`src/rtl/stopwatch_counter_n_if.sv`:
```
// Bundle of the stopwatch counter's tick, control and display signals.
// The master side drives ticks and controls; the slave side (the counter)
// returns the BCD digits and the status flags.
interface stopwatch_counter_n_if #(
  parameter int NUM_FIELDS = 2,
  parameter int SEL_W      = 3
);
  logic                    oneHz;
  logic                    twoHz;
  logic                    isAdj;
  logic                    isPaused;
  logic                    countDown;
  logic [SEL_W-1:0]        select;
  logic [8*NUM_FIELDS-1:0] digits;
  logic                    rollover;
  logic                    expired;
  logic                    isZero;

  modport master (
    output oneHz, twoHz, isAdj, isPaused, countDown, select,
    input  digits, rollover, expired, isZero
  );

  modport slave (
    input  oneHz, twoHz, isAdj, isPaused, countDown, select,
    output digits, rollover, expired, isZero
  );
endinterface

```
`src/rtl/stopwatch_counter_n.sv`:
```
// Parametrised BCD time counter with NUM_FIELDS two-digit fields.
// Counts up or down on the oneHz run tick, adjusts one selected digit on the
// twoHz adjust tick, and flags rollover, expiry and all-zero.
module stopwatch_counter_n #(
  parameter int NUM_FIELDS   = 2,
  parameter int TENS_MAX     = 5,
  parameter int TOP_TENS_MAX = 5,
  parameter int SEL_W        = 3
) (
  input  logic            refreshClock,
  input  logic            reset,
  stopwatch_counter_n_if.slave bus
);

  localparam int NUM_DIGITS = 2 * NUM_FIELDS;
  localparam int DW         = 4 * NUM_DIGITS;

  // Bit 0 is the first sample, bit 2 the oldest; a tick is bit1 & ~bit2.
  logic [2:0]    r_oneSync;
  logic [2:0]    r_twoSync;
  logic [DW-1:0] r_digits;
  logic          r_rollover;
  logic          r_expired;

  logic          w_oneTick;
  logic          w_twoTick;
  logic          w_update;
  logic          w_allZero;
  logic          w_upCarry;
  logic [DW-1:0] w_runUp;
  logic [DW-1:0] w_runDown;
  logic [DW-1:0] w_adjust;
  logic [DW-1:0] w_nextDigits;
  logic          w_nextRollover;
  logic          w_nextExpired;

  // Largest legal value of digit d: ones are 0..9, tens depend on the field.
  function automatic logic [3:0] digitMax(input int d);
    if (d % 2 == 0) return 4'd9;
    if (d / 2 == NUM_FIELDS - 1) return 4'(TOP_TENS_MAX);
    return 4'(TENS_MAX);
  endfunction

  // An out-of-range digit behaves as if it held its maximum.
  function automatic logic [3:0] clampDigit(input logic [3:0] v, input int d);
    return (v > digitMax(d)) ? digitMax(d) : v;
  endfunction

  // Tick sources are asynchronous; reset preloads the current level so that
  // releasing reset with a source held high does not create a tick.
  always_ff @(posedge refreshClock) begin
    if (reset) begin
      r_oneSync <= {3{bus.oneHz}};
      r_twoSync <= {3{bus.twoHz}};
    end else begin
      r_oneSync <= {r_oneSync[1:0], bus.oneHz};
      r_twoSync <= {r_twoSync[1:0], bus.twoHz};
    end
  end

  assign w_oneTick = r_oneSync[1] & ~r_oneSync[2];
  assign w_twoTick = r_twoSync[1] & ~r_twoSync[2];
  assign w_update  = ~bus.isPaused & (bus.isAdj ? w_twoTick : w_oneTick);
  assign w_allZero = (r_digits == '0);

  // Up-count with carry rippling from the least significant digit.
  always_comb begin
    logic carry;
    logic [3:0] cur;
    w_runUp = r_digits;
    carry   = 1'b1;
    cur     = 4'd0;
    for (int d = 0; d < NUM_DIGITS; d++) begin
      if (carry) begin
        cur = clampDigit(r_digits[4*d +: 4], d);
        if (cur == digitMax(d)) begin
          w_runUp[4*d +: 4] = 4'd0;
        end else begin
          w_runUp[4*d +: 4] = cur + 4'd1;
          carry = 1'b0;
        end
      end
    end
    w_upCarry = carry;
  end

  // Down-count with borrow; a digit at 0 reloads its maximum.
  always_comb begin
    logic borrow;
    logic [3:0] cur;
    w_runDown = r_digits;
    borrow    = 1'b1;
    cur       = 4'd0;
    for (int d = 0; d < NUM_DIGITS; d++) begin
      if (borrow) begin
        cur = clampDigit(r_digits[4*d +: 4], d);
        if (cur == 4'd0) begin
          w_runDown[4*d +: 4] = digitMax(d);
        end else begin
          w_runDown[4*d +: 4] = cur - 4'd1;
          borrow = 1'b0;
        end
      end
    end
  end

  // Adjust touches only the selected digit and wraps inside its own range.
  always_comb begin
    logic [3:0] cur;
    w_adjust = r_digits;
    cur      = 4'd0;
    for (int d = 0; d < NUM_DIGITS; d++) begin
      if (int'(bus.select) == d) begin
        cur = clampDigit(r_digits[4*d +: 4], d);
        if (bus.countDown) begin
          w_adjust[4*d +: 4] = (cur == 4'd0) ? digitMax(d) : cur - 4'd1;
        end else begin
          w_adjust[4*d +: 4] = (cur == digitMax(d)) ? 4'd0 : cur + 4'd1;
        end
      end
    end
  end

  // Choose the next digits and flag pulses according to mode and direction.
  always_comb begin
    w_nextDigits   = r_digits;
    w_nextRollover = 1'b0;
    w_nextExpired  = 1'b0;
    if (w_update) begin
      if (bus.isAdj) begin
        w_nextDigits = w_adjust;
      end else if (!bus.countDown) begin
        w_nextDigits   = w_runUp;
        w_nextRollover = w_upCarry;
      end else if (!w_allZero) begin
        w_nextDigits  = w_runDown;
        w_nextExpired = (w_runDown == '0);
      end
    end
  end

  // Digit and flag registers; the flags are one-cycle pulses.
  always_ff @(posedge refreshClock) begin
    if (reset) begin
      r_digits   <= '0;
      r_rollover <= 1'b0;
      r_expired  <= 1'b0;
    end else begin
      r_digits   <= w_nextDigits;
      r_rollover <= w_nextRollover;
      r_expired  <= w_nextExpired;
    end
  end

  assign bus.digits   = r_digits;
  assign bus.rollover = r_rollover;
  assign bus.expired  = r_expired;
  assign bus.isZero   = w_allZero;

endmodule

```
`src/flat_wrapper.sv`:
```
// flat-port wrapper written by rule: the top's interface ports become plain ports
module stopwatch_counter_n_flat 
#(
  parameter int NUM_FIELDS   = 2,
  parameter int TENS_MAX     = 5,
  parameter int TOP_TENS_MAX = 5,
  parameter int SEL_W        = 3
)
  (refreshClock, reset, bus_oneHz, bus_twoHz, bus_isAdj, bus_isPaused, bus_countDown, bus_select, bus_digits, bus_rollover, bus_expired, bus_isZero);
  stopwatch_counter_n_if #(.NUM_FIELDS(NUM_FIELDS), .SEL_W(SEL_W)) bus_i ();
  input  logic refreshClock;
  input  logic reset;
  input wire logic [$bits(bus_i.oneHz)-1:0] bus_oneHz;
  input wire logic [$bits(bus_i.twoHz)-1:0] bus_twoHz;
  input wire logic [$bits(bus_i.isAdj)-1:0] bus_isAdj;
  input wire logic [$bits(bus_i.isPaused)-1:0] bus_isPaused;
  input wire logic [$bits(bus_i.countDown)-1:0] bus_countDown;
  input wire logic [$bits(bus_i.select)-1:0] bus_select;
  output wire logic [$bits(bus_i.digits)-1:0] bus_digits;
  output wire logic [$bits(bus_i.rollover)-1:0] bus_rollover;
  output wire logic [$bits(bus_i.expired)-1:0] bus_expired;
  output wire logic [$bits(bus_i.isZero)-1:0] bus_isZero;
  assign bus_i.oneHz = bus_oneHz;
  assign bus_i.twoHz = bus_twoHz;
  assign bus_i.isAdj = bus_isAdj;
  assign bus_i.isPaused = bus_isPaused;
  assign bus_i.countDown = bus_countDown;
  assign bus_i.select = bus_select;
  assign bus_digits = bus_i.digits;
  assign bus_rollover = bus_i.rollover;
  assign bus_expired = bus_i.expired;
  assign bus_isZero = bus_i.isZero;
  stopwatch_counter_n #(.NUM_FIELDS(NUM_FIELDS), .TENS_MAX(TENS_MAX), .TOP_TENS_MAX(TOP_TENS_MAX), .SEL_W(SEL_W)) u_core (.refreshClock(refreshClock), .reset(reset), .bus(bus_i));
endmodule
```
`config.mk`:
```
export PLATFORM = sky130hd
export DESIGN_NAME = stopwatch_counter_n_flat
export DESIGN_NICKNAME = d
export VERILOG_FILES = /design/src/rtl/stopwatch_counter_n_if.sv /design/src/rtl/stopwatch_counter_n.sv /design/src/flat_wrapper.sv
export SDC_FILE = /design/constraint.sdc
export NUM_CORES = 1
export LEC_CHECK = 0
export BUFFER_PORTS_ARGS = -buffer_cell sky130_fd_sc_hd__buf_2
export CAP_MARGIN = 40
export CORE_MARGIN = 2
export CORE_UTILIZATION = 45
export DETAILED_ROUTE_END_ITERATION = 10
export GPL_ROUTABILITY_DRIVEN = 0
export GPL_TIMING_DRIVEN = 0
export PLACE_DENSITY_LB_ADDON = 0.12
export SETUP_SLACK_MARGIN = 0.3
export SYNTH_ARGS = -nofsm -noshare
export SYNTH_HDL_FRONTEND = slang
export SYNTH_SLANG_ARGS = --single-unit
export TNS_END_PERCENT = 10
```
`constraint.sdc`:
```
create_clock -name refreshClock -period 6.46 [get_ports refreshClock]
set_clock_uncertainty 0.2 [all_clocks]
set_input_delay 1.292 -clock refreshClock [delete_from_list [all_inputs] [get_ports refreshClock]]
set_output_delay 1.292 -clock refreshClock [all_outputs]
set_load 0.005 [all_outputs]
```
==> impl_metrics.tcl, run 1 <==
set metrics [dict create \
    n_fill_cell 403 \
    period_minus_slack_ns 3.38 \
    async_flop_share_pct 0 \
    crit_buf_inv 2 \
    cts_setup_buffers 0 \
    grt_pass1_vias 1789 \
    cp-start-kind "flip-flop" \
    crit_arrival_ns 1.89 \
    setup_ws_ns 3.08 \
    yosys_warnings 0 \
    drive_gt1_share_pct 18.1 \
    grt_pass1_wl_mm 8.87 \
    dpl.hpwl_mm 3.89 \
    fp.coreArea_um2 4090 \
    status "finished, final reports clean" \
    clockRootBuffer "clkbuf_8" \
    drc 0 \
    syn_nets 269 \
    rows 23 \
    power_density_nw_per_um2 163 \
    finalPower_mw 0.360 \
    grt_max_degree 14 \
    peakVddDrop_v 0.0000794 \
    worstPathMaxFanout 9 \
    cts_buffers 3 \
    path_cells "clkbuf_1 -> nor4_1 -> nand4_1 -> nor3b_1 -> buf_2" \
    ant_nets 0 \
    clk_latency_ns 0.27 \
    drt-total-wl_mm 5.46 \
    syn_to_final_growth_pct 13.2 \
    worstSetupPathType "reg -> out" \
    syn_area_per_cell_um2 7.64 \
    antenna_cells 0 \
    pre_cts_slack_ns 3.01 \
    clkSlewWorstSetupHoldPaths_ns 0.09 \
    netlist_area_um2 1960 \
    antenna_found_initial 0 \
    post_cts_resized 0 \
    nets 302 \
    cts_max_path_buffers 2 \
    slowest_stage "nor4_1" \
    ys_ff_latch 24 \
    drt_iter0_markers 249 \
    fmax_mhz 296 \
    worst_slew_pin_slew_ns 0.607 \
    synth_edf_count 0 \
    finalHoldViolations 0 \
    synth_flop_cell "dfxtp_1" \
    start_util_pct 47.9 \
    fin_area_um2 2210 \
    track_usage_pct 22.2 \
    max_stage_delay_ns 0.47 \
    yosysSeqAreaShare_pct 24.6 \
    numPortBuffers 28 \
    vias_per_cell 6.12 \
    fin_crit_sh_pct 52.3 \
    cts_tree "yes" \
    io-pin-count 29 \
    slew_headroom_pct 59.2 \
    synth_cells 256 \
    setup_tns_ns 0 \
    cts_sinks 24 \
    hold_buffers 0 \
    dr_total_vias 2068 \
    rsz0062_at_grt "false" \
    synth_cell_type_count 65 \
    worstPathRequired_ns 4.97 \
    placed_area_um2 2160 \
    dieHeight_um 69.9 \
    p_leak_nw 0.918 \
    firstDrtPassIters 4 \
    wl_per_cell_um 16.1 \
    overflow 0 \
    worstSetupEndpointType "output pin" \
    h-tree-depth 1 \
    hold_path_class "reg -> reg" \
    die_x_um 69.9 \
    cap_violations 0 \
    setup_viol 0 \
    crit_family "simple AND/OR/NAND/NOR gates" \
    die-area_um2 4890 \
    slew_viol_final 0 \
]
## final timing paths
check / start / end / slack (ns) / cells after the start
max: u_core.bus.digits[15]$_SDFFE_PP0P_ / bus_isZero / 3.08 / 5
min: u_core.r_oneSync[0]$_DFF_P_ / u_core.r_oneSync[1]$_DFF_P_ / 0.24 / 2
max reg2reg: u_core.bus.digits[3]$_SDFFE_PP0P_ / u_core.bus.expired$_SDFF_PP0_ / 3.20 / 10
min reg2reg: u_core.r_oneSync[0]$_DFF_P_ / u_core.r_oneSync[1]$_DFF_P_ / 0.24 / 2
## registers in the layout, summed over array words and instances, names as in the netlist
register,flops
u_core.bus.digits,16
u_core.r_twoSync,3
u_core.bus.rollover,1
u_core.r_oneSync,3
u_core.bus.expired,1
## kinds of logic (layout without fill, tap and decap cells)
logic type                 Yosys count  after routing  share of synthesized area, %
and+or+nand+nor                     95             95                          29.1
AOI/OAI and AO/OA                   84             84                          31.1
buffers and inverters               42             74                          9.33
DFF                                 24             24                          24.6
muxes                                6              6                          3.13
adders and majority gates            3              3                          1.92
xor gates and xnor gates             2              2                         0.895
## cell usage after synthesis (4+ instances only)
cell / n / area share (%)
dfxtp_1: 24 / 25
nor2_1: 23 / 4.4
a21oi_1: 19 / 4.9
inv_1: 17 / 3.3
clkbuf_1: 14 / 2.7
o21ai_0: 14 / 3.6
nand2_1: 12 / 2.3
buf_2: 8 / 2.0
nand2b_1: 7 / 2.2
a221oi_1: 6 / 2.7
nor3_1: 6 / 1.5
nor3b_1: 6 / 2.3
a31oi_1: 5 / 1.6
mux2i_1: 5 / 2.6
nor4_1: 5 / 1.6
o211ai_1: 5 / 1.9
and2_1: 4 / 1.3
nand4_1: 4 / 1.3
o31ai_1: 4 / 1.5
## metrics by stage
step | utilization [%] | cells | hold slack, ns
after floorplan | - | 256 | 0.215
after global placement | 52.8 | 334 | 0.226
after detailed placement | 52.8 | 334 | 0.240
after CTS | 54.2 | 338 | 0.241
after global routing | 54.2 | 338 | 0.288
final | 54.2 | 338 | 0.238
## worst min-delay path, delay by kind of cell (launching register included)
family / cells / cell delay (ns)
flops: 1 / 0.30
compound gates: 1 / 0.06
buf+inv: 1 / 0.04
## power by group
part	switching, mW	leakage [nW]	internal (mW)
logic	0.0608	0.693	0.0372
clock network	0.0503	0.0288	0.0545
registers	0.00404	0.196	0.153
## cell usage in the layout (no fill, tap or decap), drive strengths merged, types with 2 or more instances in the layout
master | synthesis | layout
buf | 11 | 39
or3 | 3 | 3
nand4 | 4 | 4
nand2 | 12 | 12
o21ai | 14 | 14
o31ai | 4 | 4
a22oi | 2 | 2
o21a | 2 | 2
nor4b | 2 | 2
and2 | 4 | 4
o22ai | 2 | 2
inv | 17 | 17
nor2b | 2 | 2
o221ai | 2 | 2
a211oi | 3 | 3
ha | 3 | 3
nor3 | 7 | 7
nor3b | 7 | 7
o211ai | 6 | 6
a31oi | 5 | 5
nand2b | 7 | 7
nor4 | 7 | 7
clkbuf | 14 | 18
a21oi | 19 | 19
o22a | 2 | 2
dfxtp | 24 | 24
mux2i | 5 | 5
xnor2 | 2 | 2
or2 | 4 | 4
nand3 | 3 | 3
and3 | 3 | 3
nor2 | 23 | 23
a221oi | 6 | 6
a211o | 2 | 2
## cell type report
type	instances	area [um2]	share of cell area (%)
multi-input combinational	190	1290	58.4
sequential	24	480	21.7
timing repair buffer	28	140	6.33
buffer	25	119	5.37
inverter	17	63.8	2.88
tap	50	62.6	2.82
clock buffer	4	55.1	2.49
## routing by layer
| metal | global-route usage, % | up-vias | part of all wire (%) |
|---|---|---|---|
| li1 | - | 1027 | - |
| met1 | 32.5 | 954 | 48 |
| met2 | 34.0 | 78 | 44 |
| met3 | 2.89 | 9 | 5.4 |
| met4 | 6.20 | 0 | 1.7 |
| met5 | 0 | - | 0 |
No activity file was read; power rests on OpenSTA's default activity.
==> inputs of run 2 (changes only) <==
==> constraint.sdc (replaced) <==
create_clock -name refreshClock -period 2.8 [get_ports refreshClock]
set_clock_uncertainty 0.2 [all_clocks]
set_input_delay 0.56 -clock refreshClock [delete_from_list [all_inputs] [get_ports refreshClock]]
set_output_delay 0.56 -clock refreshClock [all_outputs]
set_load 0.005 [all_outputs]
==> run 2 against run 1 <==
Power increased to 2.6 times the previous value. Clock-buffer cell count shrank 1. Non-clock buffer count is 12 higher. Critical endpoint is now u_core.bus.digits[12]$_SDFFE_PP0P_. Worst hold slack got worse by 0.039 ns. First-iteration DRC count fell by 1.6%. Sequential power up 130%. Setup slack worse by 2.8 ns. Clock power increased to 3.0 times the previous value. Combinational power grew to 2.7 times the previous value. Highest routed layer unchanged.
==> impl_metrics.tcl, run 2 (synthesized netlist as in run 1, its figures left out) <==
set metrics [dict create \
    seq_area_um2 490 \
    worstSetupPathType "reg -> reg" \
    max_stage_delay_ns 0.34 \
    nets 314 \
    hp-start "bus_twoHz" \
    hold_path_class "in -> reg" \
    setup_viol 0 \
    rows 23 \
    drt-total-wl_mm 5.78 \
    firstDrtPassIters 4 \
    power_density_nw_per_um2 381 \
    drt_iter0_markers 245 \
    die-area_um2 4890 \
    worstSetupEndpointType "flip-flop" \
    p_leak_nw 1.03 \
    dpl.hpwl_mm 3.89 \
    io-pin-count 29 \
    dr_total_vias 2134 \
    fin_crit_sh_pct 90.7 \
    rrSetupSlack_ns 0.26 \
    antenna_cells 0 \
    reg2reg_depth 10 \
    met3_usage_pct 2.74 \
    cap_violations 0 \
    mostFrequentLayoutCells "35 x buf_2, 21 x nor2_1, 20 x dfxtp_1" \
    h-tree-depth 1 \
    die_x_um 69.9 \
    rsz0062_at_grt "true" \
    vias_per_cell 6.10 \
    grt_pass1_vias 1866 \
    n_fill_cell 392 \
    dieHeight_um 69.9 \
    grt_pass1_wl_mm 9.29 \
    worstPathRequired_ns 2.78 \
    start_util_pct 47.9 \
    period_minus_slack_ns 2.54 \
    cts_max_path_buffers 2 \
    status "finished, final reports clean" \
    clk_latency_ns 0.28 \
    cp-start-kind "flip-flop" \
    fp.coreArea_um2 4090 \
    placed_cells 334 \
    numPortBuffers 28 \
    rr_startpoint "u_core.bus.digits[2]$_SDFFE_PP0P_" \
    track_usage_pct 23.1 \
    cts_sinks 24 \
    overflow 0 \
    multi_input_area_um2 1410 \
    met2_usage_pct 37.6 \
    drc 0 \
    fin_util_pct 60.7 \
    wl_per_cell_um 16.5 \
    worstPathMaxFanout 9 \
    peakVddDrop_v 0.000177 \
    slowest_stage "dfxtp_2" \
    worst_slew_pin_slew_ns 0.572 \
    slew_viol_final 0 \
    grt_util_met1_pct 32.9 \
    antenna_found_initial 0 \
    clockRootBuffer "clkbuf_8" \
    syn_to_final_growth_pct 26.7 \
    finalHoldViolations 0 \
    clkSlewWorstSetupHoldPaths_ns 0.10 \
    startpoint "u_core.bus.digits[2]$_SDFFE_PP0P_" \
    cts_tree "yes" \
    reg2reg_to "u_core.bus.digits[12]$_SDFFE_PP0P_" \
    worstHoldEndpoint "u_core.r_twoSync[0]$_DFF_P_" \
    final_common_cell "buf_2" \
    cts_buffers 3 \
    largest_reg_flops 16 \
    path_cells "buf_6 -> o21a_1 -> nor2_4 -> ha_2 -> nor3b_4 -> and2_1 -> buf_6 -> a31oi_2 -> nor3b_4 -> mux2_4" \
    hold_depth 1 \
    grt_max_degree 15 \
    drive_gt1_share_pct 28.0 \
    slew_headroom_pct 61.9 \
    fmax_mhz 394 \
    ant_nets 0 \
    crit_arrival_ns 2.52 \
    finalNonFillerCells 350 \
    top_usage_layer "met2" \
]
run 2: cell count changes in the layout (fill, tap and decap cells not counted), sizes merged:
cell	before	now
buf	39	52
bufinv	0	1
clkbuf	18	16
run 2: how the worst max path moves through the flow:
stage                                               endpoint  slack [ns]  cells past startpoint
final                     u_core.bus.digits[12]$_SDFFE_PP0P_        0.26                     10
after global routing      u_core.bus.digits[12]$_SDFFE_PP0P_        0.19                     10
after CTS                 u_core.bus.digits[12]$_SDFFE_PP0P_        0.28                     10
after detailed placement       u_core.bus.expired$_SDFF_PP0_       -0.03                     10
after global placement         u_core.bus.expired$_SDFF_PP0_       -0.02                     10
after floorplan           u_core.bus.digits[12]$_SDFFE_PP0P_        0.29                     10
run 2: timing repair:
item / 4_1_cts / 5_1_grt
gates resized for setup: 17 / 17
pin swaps: 6 / 5
buffers inserted: 9 / 3
setup endpoints to repair: 14 / 12
cloned: 0 / 0
hold buffers: 0 / 0
hold endpoints to repair: 0 / 0
run 2: per-stage QoR:
step                TNS, ns  hold WS [ns]  area [um2]  setup slack, ns  power, mW
CTS                       0         0.189        2370            0.280      0.929
global placement    -0.0187         0.225        2170          -0.0187      0.593
finish                    0         0.199        2480            0.260      0.943
global route              0         0.179        2480            0.188      0.988
floorplan                 0         0.215        1960            0.287      0.531
detailed placement  -0.0257         0.234        2170          -0.0257      0.594
run 2: worst max-delay path: cells and delay by family (launching register included):
family,cells,cell delay (ns)
compound gates,2,0.33
fa+ha+maj,1,0.20
buf+inv,2,0.27
flops,1,0.34
mux,1,0.31
simple gates,4,0.78
run 2: report_power, final:
| group | total (mW) | internal (mW) | switching [mW] | leakage [nW] |
|---|---|---|---|---|
| combinational | 0.264 | 0.107 | 0.156 | 0.799 |
| sequential | 0.363 | 0.353 | 0.0101 | 0.199 |
| clock | 0.317 | 0.191 | 0.125 | 0.0357 |
| total | 0.943 | 0.651 | 0.292 | 1.03 |
run 2: area by class of cell:
type                            instances  share of cell area [%]
Buffer                                 25                    5.96
Clock buffer                            3                    1.67
Clock inverter                          1                    1.21
Inverter                               17                    2.57
Multi-Input combinational cell        190                    57.0
Sequential cell                        24                    19.8
Tap cell                               50                    2.52
Timing Repair Buffer                   40                    9.29
run 2: per-layer routing:
layer / wire (um) / share of wire (%) / vias to the layer above
li1: - / - / 1048
met1: 2660 / 46 / 1009
met2: 2750 / 48 / 72
met3: 329 / 5.7 / 5
met4: 45 / 0.78 / 0
met5: 0 / 0 / -
==> inputs of run 3 (changes only) <==
--- a/config.mk
+++ b/config.mk
@@ -8,7 +8,7 @@
 export BUFFER_PORTS_ARGS = -buffer_cell sky130_fd_sc_hd__buf_2
 export CAP_MARGIN = 40
 export CORE_MARGIN = 2
-export CORE_UTILIZATION = 45
+export CORE_UTILIZATION = 52
 export DETAILED_ROUTE_END_ITERATION = 10
 export GPL_ROUTABILITY_DRIVEN = 0
 export GPL_TIMING_DRIVEN = 0
==> run 3 against run 2 <==
Critical path depth is 1 lower. Core utilization is 7.7 points higher. Highest routed layer unchanged. Fmax is 0.75% lower. Cell count stayed put. Routed wire length hardly changed.
==> impl_metrics.tcl, run 3 (synthesized netlist as in run 1, its figures left out) <==
set metrics [dict create \
    cts_sinks 24 \
    clk_latency_ns 0.27 \
    worst_slew_pin_slew_ns 0.626 \
    syn_to_final_growth_pct 26.9 \
    slew_viol_final 0 \
    dieHeight_um 65.3 \
    startpoint "u_core.bus.digits[3]$_SDFFE_PP0P_" \
    rrSetupSlack_ns 0.24 \
    rsz0062_at_grt "true" \
    start_util_pct 53.9 \
    slew_headroom_pct 58.1 \
    hold_path_class "in -> reg" \
    track_usage_pct 26.8 \
    hold_buffers 0 \
    cts_tree "yes" \
    die-area_um2 4270 \
    crit_path_end "u_core.bus.expired$_SDFF_PP0_" \
    numPortBuffers 28 \
    rr_startpoint "u_core.bus.digits[3]$_SDFFE_PP0P_" \
    placed_area_um2 2160 \
    worstSetupPathType "reg -> reg" \
    io-pin-count 29 \
    nets 316 \
    worstPathRequired_ns 2.78 \
    ant_nets 0 \
    rows 22 \
    drc 0 \
    worstPathMaxFanout 10 \
    cts_buffers 3 \
    firstDrtPassIters 5 \
    antenna_cells 0 \
    fin_crit_sh_pct 91.4 \
    peakVddDrop_v 0.000215 \
    dr_wl_met2_mm 2.69 \
    fin_area_um2 2480 \
    drt-total-wl_mm 5.78 \
    fmax_mhz 391 \
    dpl.hpwl_mm 3.78 \
    topRoutingLayerUsed "met4" \
    overflow 0 \
    die_x_um 65.3 \
    vias_per_cell 6.26 \
    largest_reg_flops 16 \
    finalHoldViolations 0 \
    clockRootBuffer "clkbuf_8" \
    grt_pass1_wl_mm 9.02 \
    cts_max_path_buffers 2 \
    worstSetupEndpointType "flip-flop" \
    antenna_found_initial 0 \
    drive_gt1_share_pct 27.8 \
    h-tree-depth 1 \
    met3WireLength_um 374 \
    wl_per_cell_um 16.5 \
    reg2reg_depth 9 \
    fp.coreArea_um2 3630 \
    p_leak_nw 1.03 \
    clkSlewWorstSetupHoldPaths_ns 0.09 \
    setup_viol 0 \
    crit_arrival_ns 2.54 \
    drt_iter0_markers 262 \
    mostFrequentLayoutCells "35 x buf_2, 21 x nor2_1, 21 x dfxtp_1" \
    power_density_nw_per_um2 376 \
    n_fill_cell 298 \
    setup_tns_ns 0 \
    cp-start-kind "flip-flop" \
    period_minus_slack_ns 2.56 \
    reg2reg_to "u_core.bus.expired$_SDFF_PP0_" \
    grt_max_degree 15 \
    wl_met1_mm 2.64 \
    grt_pass1_vias 1885 \
    final_common_cell "buf_2" \
    cap_violations 0 \
    dr_total_vias 2190 \
    status "finished, final reports clean" \
]
==> run 3: changes by cell type in the layout (fill, tap and decap cells not counted), moves of 2 or more <==
cell   before  now
buf_4      13   16
buf_6       4    2
ha_2        2    0
ha_4        0    3
==> run 3: routing by layer <==
layer / track usage (%) / vias to the layer above
met3: 4.45 / 7
met2: 43.1 / 90
met4: 6.77 / 0
met5: 0 / -
li1: - / 1054
met1: 37.3 / 1039
==> run 3: repair_timing <==
action,4_1_cts,5_1_grt
resized for setup,14,17
setup endpoints to repair,12,15
pin swaps,5,10
buffers inserted,11,3
==> run 3: layout make-up <==
type                            count  area (um2)  area share, %
Buffer                             25         140           5.64
Inverter                           17        63.8           2.57
Multi-Input combinational cell    190        1410           56.9
Clock inverter                      1        30.0           1.21
Tap cell                           48        60.1           2.42
Sequential cell                    24         489           19.7
Timing Repair Buffer               42         245           9.87
Clock buffer                        3        41.3           1.66
==> run 3: stage by stage <==
stage          power [mW]  cells  util, %  setup WS, ns  hold slack, ns
6_report            0.934    350     68.4         0.241           0.197
5_1_grt             0.977    350     68.4         0.167           0.185
4_1_cts             0.921    347     65.1         0.253           0.188
3_5_place_dp        0.593    332     59.5       0.00912           0.239
3_3_place_gp        0.592    332     59.5      -0.00148           0.219
2_1_floorplan       0.531    256        -         0.287           0.215
==> run 3: how the worst min path moves through the flow <==
stage / slack [ns] / endpoint / startpoint / depth (start not counted)
after floorplan: 0.22 / u_core.r_oneSync[1]$_DFF_P_ / u_core.r_oneSync[0]$_DFF_P_ / 2
after global placement: 0.22 / u_core.r_oneSync[1]$_DFF_P_ / u_core.r_oneSync[0]$_DFF_P_ / 2
after detailed placement: 0.24 / u_core.r_twoSync[1]$_DFF_P_ / u_core.r_twoSync[0]$_DFF_P_ / 2
after CTS: 0.19 / u_core.r_oneSync[0]$_DFF_P_ / bus_oneHz / 1
after global routing: 0.18 / u_core.r_twoSync[0]$_DFF_P_ / bus_twoHz / 1
final: 0.20 / u_core.r_oneSync[0]$_DFF_P_ / bus_oneHz / 1
==> run 3: critical path, stage by stage, from the launching register on <==
cell	delay, ns
dfxtp_4	0.36
buf_8	0.12
nand2b_2	0.23
ha_4	0.21
nor3b_4	0.15
clkbuf_4	0.21
a31oi_4	0.16
nor2_1	0.08
or4_4	0.55
a2111oi_4	0.20
==> run 3: report_power, final <==
group          switching, mW  internal [mW]  total (mW)
Sequential            0.0101          0.353       0.363
Clock                  0.120          0.191       0.311
Combinational          0.155          0.105       0.260
